[src/rtl/seg7_ctrl_pkg.sv]
// Shared register map, CTRL field positions and divider defaults for the
// seven-segment control stage.
package seg7_ctrl_pkg;

    typedef enum logic [1:0] {
        ADDR_DATA   = 2'd0,
        ADDR_CTRL   = 2'd1,
        ADDR_STATUS = 2'd2,
        ADDR_RSVD   = 2'd3
    } reg_addr_e;

    localparam int CTRL_POINT_LSB    = 0;
    localparam int CTRL_EN_LSB       = 8;
    localparam int CTRL_BLINK_EN_BIT = 16;
    localparam int STATUS_PHASE_BIT  = 16;

    localparam int SCAN_DIV_DEFAULT  = 50000;
    localparam int BLINK_DIV_DEFAULT = 500;

    function automatic logic [31:0] be_merge(input logic [31:0] old_v,
                                             input logic [31:0] new_v,
                                             input logic [3:0]  be);
        logic [31:0] res;
        res = old_v;
        for (int i = 0; i < 4; i++)
            if (be[i]) res[i*8 +: 8] = new_v[i*8 +: 8];
        return res;
    endfunction

endpackage

[src/rtl/seg7_clkgen.sv]
// Scan clock divider with commit strobe (the scan_clk falling edge) and the
// blink half-period counter that advances once per commit.
module seg7_clkgen #(
    parameter int SCAN_DIV  = 50000,
    parameter int BLINK_DIV = 500
) (
    input  logic clk,
    input  logic rst_n,
    output logic scan_clk,
    output logic commit,
    output logic blink_phase
);

    localparam int CW = $clog2(SCAN_DIV);
    localparam int BW = (BLINK_DIV > 1) ? $clog2(BLINK_DIV) : 1;
    localparam logic [CW-1:0] HALF_LAST  = CW'(SCAN_DIV / 2 - 1);
    localparam logic [CW-1:0] SCAN_LAST  = CW'(SCAN_DIV - 1);
    localparam logic [BW-1:0] BLINK_LAST = BW'(BLINK_DIV - 1);

    logic [CW-1:0] scan_cnt;
    logic [BW-1:0] blink_cnt;

    // High on the cycle whose closing edge drops scan_clk.
    assign commit = (scan_cnt == SCAN_LAST);

    always_ff @(posedge clk or negedge rst_n) begin
        if (!rst_n) begin
            scan_cnt    <= '0;
            scan_clk    <= 1'b0;
            blink_cnt   <= '0;
            blink_phase <= 1'b0;
        end else begin
            scan_cnt <= commit ? '0 : scan_cnt + CW'(1);
            if (commit || scan_cnt == HALF_LAST)
                scan_clk <= ~scan_clk;
            if (commit) begin
                if (blink_cnt == BLINK_LAST) begin
                    blink_cnt   <= '0;
                    blink_phase <= ~blink_phase;
                end else begin
                    blink_cnt <= blink_cnt + BW'(1);
                end
            end
        end
    end

endmodule

[src/rtl/seg7_ctrl.sv]
// Bus-facing register block for the 8-digit scanner: CPU shadow registers,
// plus output registers that only change on the scan_clk falling edge.
module seg7_ctrl
    import seg7_ctrl_pkg::*;
#(
    parameter int DIGITS    = 8,
    parameter int SCAN_DIV  = SCAN_DIV_DEFAULT,
    parameter int BLINK_DIV = BLINK_DIV_DEFAULT
) (
    input  logic                  clk,
    input  logic                  rst_n,
    input  logic                  req,
    input  logic                  we,
    input  logic [1:0]            addr,
    input  logic [31:0]           wdata,
    input  logic [3:0]            be,
    output logic                  ack,
    output logic [31:0]           rdata,
    output logic                  scan_clk,
    output logic [DIGITS*4-1:0]   data,
    output logic [DIGITS-1:0]     point,
    output logic [DIGITS-1:0]     en,
    output logic                  blink
);

    logic                commit;
    logic                blink_phase;
    logic [DIGITS*4-1:0] sh_data;
    logic [DIGITS-1:0]   sh_point;
    logic [DIGITS-1:0]   sh_en;
    logic                sh_blink_en;
    logic [15:0]         frame_cnt;
    logic [2:0]          digit_cnt;
    logic [31:0]         rd_mux;

    seg7_clkgen #(
        .SCAN_DIV  (SCAN_DIV),
        .BLINK_DIV (BLINK_DIV)
    ) u_clkgen (
        .clk         (clk),
        .rst_n       (rst_n),
        .scan_clk    (scan_clk),
        .commit      (commit),
        .blink_phase (blink_phase)
    );

    always_comb begin
        rd_mux = '0;
        case (reg_addr_e'(addr))
            ADDR_DATA:   rd_mux = sh_data;
            ADDR_CTRL:   rd_mux = {15'b0, sh_blink_en, sh_en, sh_point};
            ADDR_STATUS: rd_mux = {15'b0, blink_phase, frame_cnt};
            default:     rd_mux = '0;
        endcase
    end

    // Handshake: a req sampled on one edge is answered by ack on the next
    // cycle for exactly one cycle, no backpressure; rdata carries the
    // pre-edge register value with that ack and is 0 otherwise.
    always_ff @(posedge clk or negedge rst_n) begin
        if (!rst_n) begin
            ack         <= 1'b0;
            rdata       <= '0;
            sh_data     <= '0;
            sh_point    <= '0;
            sh_en       <= '0;
            sh_blink_en <= 1'b0;
            data        <= '0;
            point       <= '0;
            en          <= '0;
            blink       <= 1'b0;
            frame_cnt   <= '0;
            digit_cnt   <= '0;
        end else begin
            ack   <= req;
            rdata <= '0;
            if (req && we) begin
                case (reg_addr_e'(addr))
                    ADDR_DATA: sh_data <= be_merge(sh_data, wdata, be);
                    ADDR_CTRL: begin
                        if (be[0]) sh_point    <= wdata[CTRL_POINT_LSB +: 8];
                        if (be[1]) sh_en       <= wdata[CTRL_EN_LSB +: 8];
                        if (be[2]) sh_blink_en <= wdata[CTRL_BLINK_EN_BIT];
                    end
                    default: ;
                endcase
            end else if (req) begin
                rdata <= rd_mux;
            end
            // Commit copies the pre-write shadow; a same-cycle write waits a period.
            if (commit) begin
                data      <= sh_data;
                point     <= sh_point;
                en        <= sh_en;
                blink     <= blink_phase & sh_blink_en;
                digit_cnt <= digit_cnt + 3'd1;
                if (digit_cnt == 3'(DIGITS - 1))
                    frame_cnt <= frame_cnt + 16'd1;
            end
        end
    end

endmodule

[config.mk]
export PLATFORM = sky130hd
export DESIGN_NAME = seg7_ctrl
export DESIGN_NICKNAME = d
export VERILOG_FILES = /design/src/rtl/seg7_ctrl_pkg.sv /design/src/rtl/seg7_clkgen.sv /design/src/rtl/seg7_ctrl.sv
export SDC_FILE = /design/constraint.sdc
export NUM_CORES = 1
export LEC_CHECK = 0
export ABC_AREA = 1
export CAP_MARGIN = 0
export CORE_MARGIN = 3
export CORE_UTILIZATION = 35
export DETAILED_ROUTE_END_ITERATION = 8
export PLACE_DENSITY = 0.55
export SETUP_SLACK_MARGIN = 0.15
export SLEW_MARGIN = 15
export SYNTH_ARGS = -nofsm -noshare
export SYNTH_HDL_FRONTEND = slang
export SYNTH_SLANG_ARGS = --single-unit
[constraint.sdc]
create_clock -name clk -period 1.5 [get_ports clk]
set_input_delay 0.15 -clock clk [delete_from_list [all_inputs] [get_ports clk]]
set_output_delay 0.15 -clock clk [all_outputs]
set_load 0.03 [all_outputs]
==> impl_results.md <==
- Required time at the worst-slack endpoint: 1.82 ns
- Number of rows in the core area: 53
- Detailed Place HPWL: 14200 microns
- Number of sinks handled by clock tree synthesis: 177
- Crit-path max FO: 6
- Worst slack at placement: -0.0610 ns
- Minimum period implied by the final worst setup slack: 1.51 ns
- Gr ovfl total: 0
- Via count of the first global-routing pass: 6195
- Type of the most critical hold path: input port to async pin
- Unrepaired setup endpoints after global routing: true
- Number of inserted filler cells in the final layout: 2079
- Post-Synthesis Net Count: 942
- Total length of routed wires: 20700 microns
- Post-route DRC: 0
- TritonCTS Buffers: 17
- Starting utilization of the core area: 0.361
- Setup tns final: -0.0226 ns
- Total Die Area: 23800 sq um
- Hold violation count in the final report: 0
- Number of placed cells counting well taps: 1328
- Post-synth design cell area: 7710 sq um
- Result of the run: complete, but fails checks
- Number of setup violations in the final report: 5
- Via-per-instance ratio: 4.66
- Number of buffers on the longest clock path: 2
- Initial antenna violation count: 0
- DRC marker count from the first detailed-route iteration: 314
- Reg area: 4430 sq um
- Post-synthesis area per instance: 8.62 sq um
- Share of the synthesized area in the top cell type: 0.574
- Worst r2r src: u_clkgen.scan_cnt[0]
- Antenna Violating Nets Remaining: 0
- Fraction of final layout cells sized beyond drive strength 1: 0.243
- Post-layout total power: 10500 uW
- Detailed-route via count: 6411
- Pin count of the biggest net entering global routing: 46
- Input/output buffers: 124
- Clock-pin slew on the worst setup and hold paths: 0.07 ns
- Global-route wire length before repair: 31900 microns
- Setup Skew: 0.00879 ns
- Clock Root Buffer: sky130_fd_sc_hd__clkbuf_16
- DR pass1 iterations: 5
- Worst hold margin: 0.205 ns
- Number of cells traversed by the worst register-to-register path: 9
- Critical register-to-register path endpoint: data[22]
- Leak: 0.00536 uW
- Instance count of the mapped netlist: 895
- Worst-case headroom to the max-slew limit: 0.727
- Sequential area share after synthesis: 0.574
- Area taken by multi-input logic gates: 2840 sq um
- CP startpoint kind: flip-flop
- Die X-Extent: 154 microns
- PnR worst setup slack: -0.0145 ns
- Unique masters post-synth: 30
- Yosys reg bits: 177
- Final critical-path share of the clock period: 1.01
- Slew at the pin closest to its max-slew limit: 0.410 ns
- Number of diodes added for antenna fixing: 0
- Highest clock rate: 660 MHz
- Number of top-level design ports: 125
- TritonCTS clock tree: yes
- MaxCap Viol Count: 0
- Most area-consuming cells after synthesis: sky130_fd_sc_hd__dfrtp_1 57%, sky130_fd_sc_hd__nand2_1 11%, sky130_fd_sc_hd__inv_1 6.5%
- Register-to-register setup slack: -0.01 ns
- Total GRT Usage: 0.166
- Number of standard cells in the layout, taps in and fillers out: 1377
- Signed area change from the synthesized netlist to the final layout: 37.7%
- Number of warnings issued by yosys: 0
- Crit path kind: flip-flop to flip-flop
- GPL Wtd Cong: 0.865
- Power density of the placed cells: 992 nW/um^2
- Insertion delay of the later-clocked pin in the worst-skew pair: 0.43 ns
- CP endpoint kind: flip-flop
- Violated checks: setup timing
- Average wire length per cell after detail routing: 15.0 microns
- Arr. time, crit path: 1.83 ns
- Maximum resistive drop on vdd: 0.703 mV
- Cell type with the highest aggregate area in the netlist: sky130_fd_sc_hd__dfrtp_1
- Chip height: 154 microns
- Final slew viol count: 0
- Net count of the finished layout: 1136
- H-Tree Depth: 4
- Core Footprint: 21400 sq um
per-layer routing:
layer  wire length (microns)  track usage  part of all wire
met5                       0            0                 0
met4                     259       0.0433             0.013
met1                    9630        0.222              0.47
met3                     691       0.0361             0.033
met2                   10100        0.275              0.49
metrics by stage:
step	cell area, sq um	utilization
6_report	10600	0.497
5_1_grt	10600	0.497
4_1_cts	10600	0.496
3_5_place_dp	9750	0.456
3_3_place_gp	9750	0.456
2_1_floorplan	7730	-
synthesized netlist by cell type:
master,n
sky130_fd_sc_hd__a21oi_1,19
sky130_fd_sc_hd__a21oi_2,1
sky130_fd_sc_hd__a31oi_1,1
sky130_fd_sc_hd__buf_2,12
sky130_fd_sc_hd__buf_6,8
sky130_fd_sc_hd__clkbuf_1,8
sky130_fd_sc_hd__clkbuf_2,1
sky130_fd_sc_hd__dfrtp_1,177
sky130_fd_sc_hd__ha_1,5
sky130_fd_sc_hd__inv_1,134
sky130_fd_sc_hd__inv_2,2
sky130_fd_sc_hd__nand2_1,234
sky130_fd_sc_hd__nand2_2,5
sky130_fd_sc_hd__nand2_4,1
sky130_fd_sc_hd__nand3_1,29
sky130_fd_sc_hd__nand3_2,1
sky130_fd_sc_hd__nand3b_1,2
sky130_fd_sc_hd__nand4_1,11
sky130_fd_sc_hd__nor2_1,82
sky130_fd_sc_hd__nor2_2,5
sky130_fd_sc_hd__nor2_4,2
sky130_fd_sc_hd__nor3_1,17
sky130_fd_sc_hd__o21ai_0,63
sky130_fd_sc_hd__o21ai_1,36
sky130_fd_sc_hd__o21ai_2,2
sky130_fd_sc_hd__o221ai_1,6
sky130_fd_sc_hd__o22ai_1,11
sky130_fd_sc_hd__or2_2,1
sky130_fd_sc_hd__xnor2_1,4
sky130_fd_sc_hd__xor2_1,15
state kept, by name (all words and copies together), names as in the netlist, 9 cells and up:
name	cells
data	32
rdata	32
sh_data	32
frame_cnt	16
u_clkgen.scan_cnt	16
u_clkgen.blink_cnt	9
logic make-up after synthesis:
| logic type | Yosys count | share of synthesized area |
|---|---|---|
| adder cells (fa/ha/maj) | 5 | 0.00811 |
| XOR/XNOR | 19 | 0.0216 |
| flip-flops | 177 | 0.574 |
| AO/OA/AOI/OAI | 139 | 0.0965 |
| buffers and inverters | 165 | 0.0902 |
| AND/OR/NAND/NOR | 390 | 0.209 |
final cells by class:
| class | count | area share |
|---|---|---|
| repair buffers | 203 | 0.181 |
| flip-flops and latches | 177 | 0.417 |
| clock inverters | 15 | 0.0134 |
| inverters | 136 | 0.0490 |
| multi-input cells | 554 | 0.267 |
| well taps | 275 | 0.0324 |
| clock buffers | 17 | 0.0401 |
cells in the final DEF (no fill, tap or decap), drive strengths merged:
cell / netlist / routed
a21oi: 20 / 20
a31oi: 1 / 1
buf: 20 / 78
clkbuf: 9 / 56
clkdlybuf4s15: 0 / 35
clkdlybuf4s50: 0 / 40
clkinv: 0 / 5
clkinvlp: 0 / 2
dfrtp: 177 / 177
dlygate4sd2: 0 / 10
dlygate4sd3: 0 / 1
ha: 5 / 5
inv: 136 / 144
nand2: 240 / 241
nand3: 30 / 30
nand3b: 2 / 2
nand4: 11 / 11
nor2: 89 / 89
nor3: 17 / 17
o21ai: 101 / 101
o221ai: 6 / 6
o22ai: 11 / 11
or2: 1 / 1
xnor2: 4 / 4
xor2: 15 / 15
report_power, final:
part | internal [uW] | leakage [uW] | switching [uW]
Clock | 2210 | 0.000277 | 2110
Combinational | 390 | 0.00273 | 626
Sequential | 5070 | 0.00235 | 129
timing repair:
| item | in CTS | in global routing |
|---|---|---|
| hold buffers | 1 | 0 |
| hold endpoints to repair | 98 | 0 |
| setup endpoints to repair | 172 | 135 |
| pin swaps | 55 | 6 |
| resized for setup | 270 | 69 |
| cloned | 0 | 6 |
| buffers inserted | 8 | 2 |
worst max path at each step:
stage	startpoint	end	slack [ns]	cells past startpoint
6_report	u_clkgen.scan_cnt[0]	data[22]	-0.01	9
5_1_grt	u_clkgen.scan_cnt[1]	frame_cnt[6]	-0.10	9
4_1_cts	u_clkgen.scan_cnt[0]	frame_cnt[2]	-0.02	9
3_5_place_dp	u_clkgen.scan_cnt[0]	frame_cnt[0]	-0.06	9
3_3_place_gp	addr[0]	rdata[0]	-0.05	7
2_1_floorplan	u_clkgen.scan_cnt[0]	en[1]	0.05	10
worst max-delay path: stages, from the launching register on:
cell and delay, ns:
sky130_fd_sc_hd__dfrtp_1 0.36, sky130_fd_sc_hd__ha_2 0.19, sky130_fd_sc_hd__nand2_2 0.07, sky130_fd_sc_hd__nor2_4 0.13
sky130_fd_sc_hd__nand3_4 0.11, sky130_fd_sc_hd__inv_4 0.12, sky130_fd_sc_hd__nand2_4 0.11, sky130_fd_sc_hd__clkbuf_16 0.19
sky130_fd_sc_hd__nand2_2 0.06, sky130_fd_sc_hd__o21ai_1 0.06
Note: power is estimated with default switching activity, not from simulation.
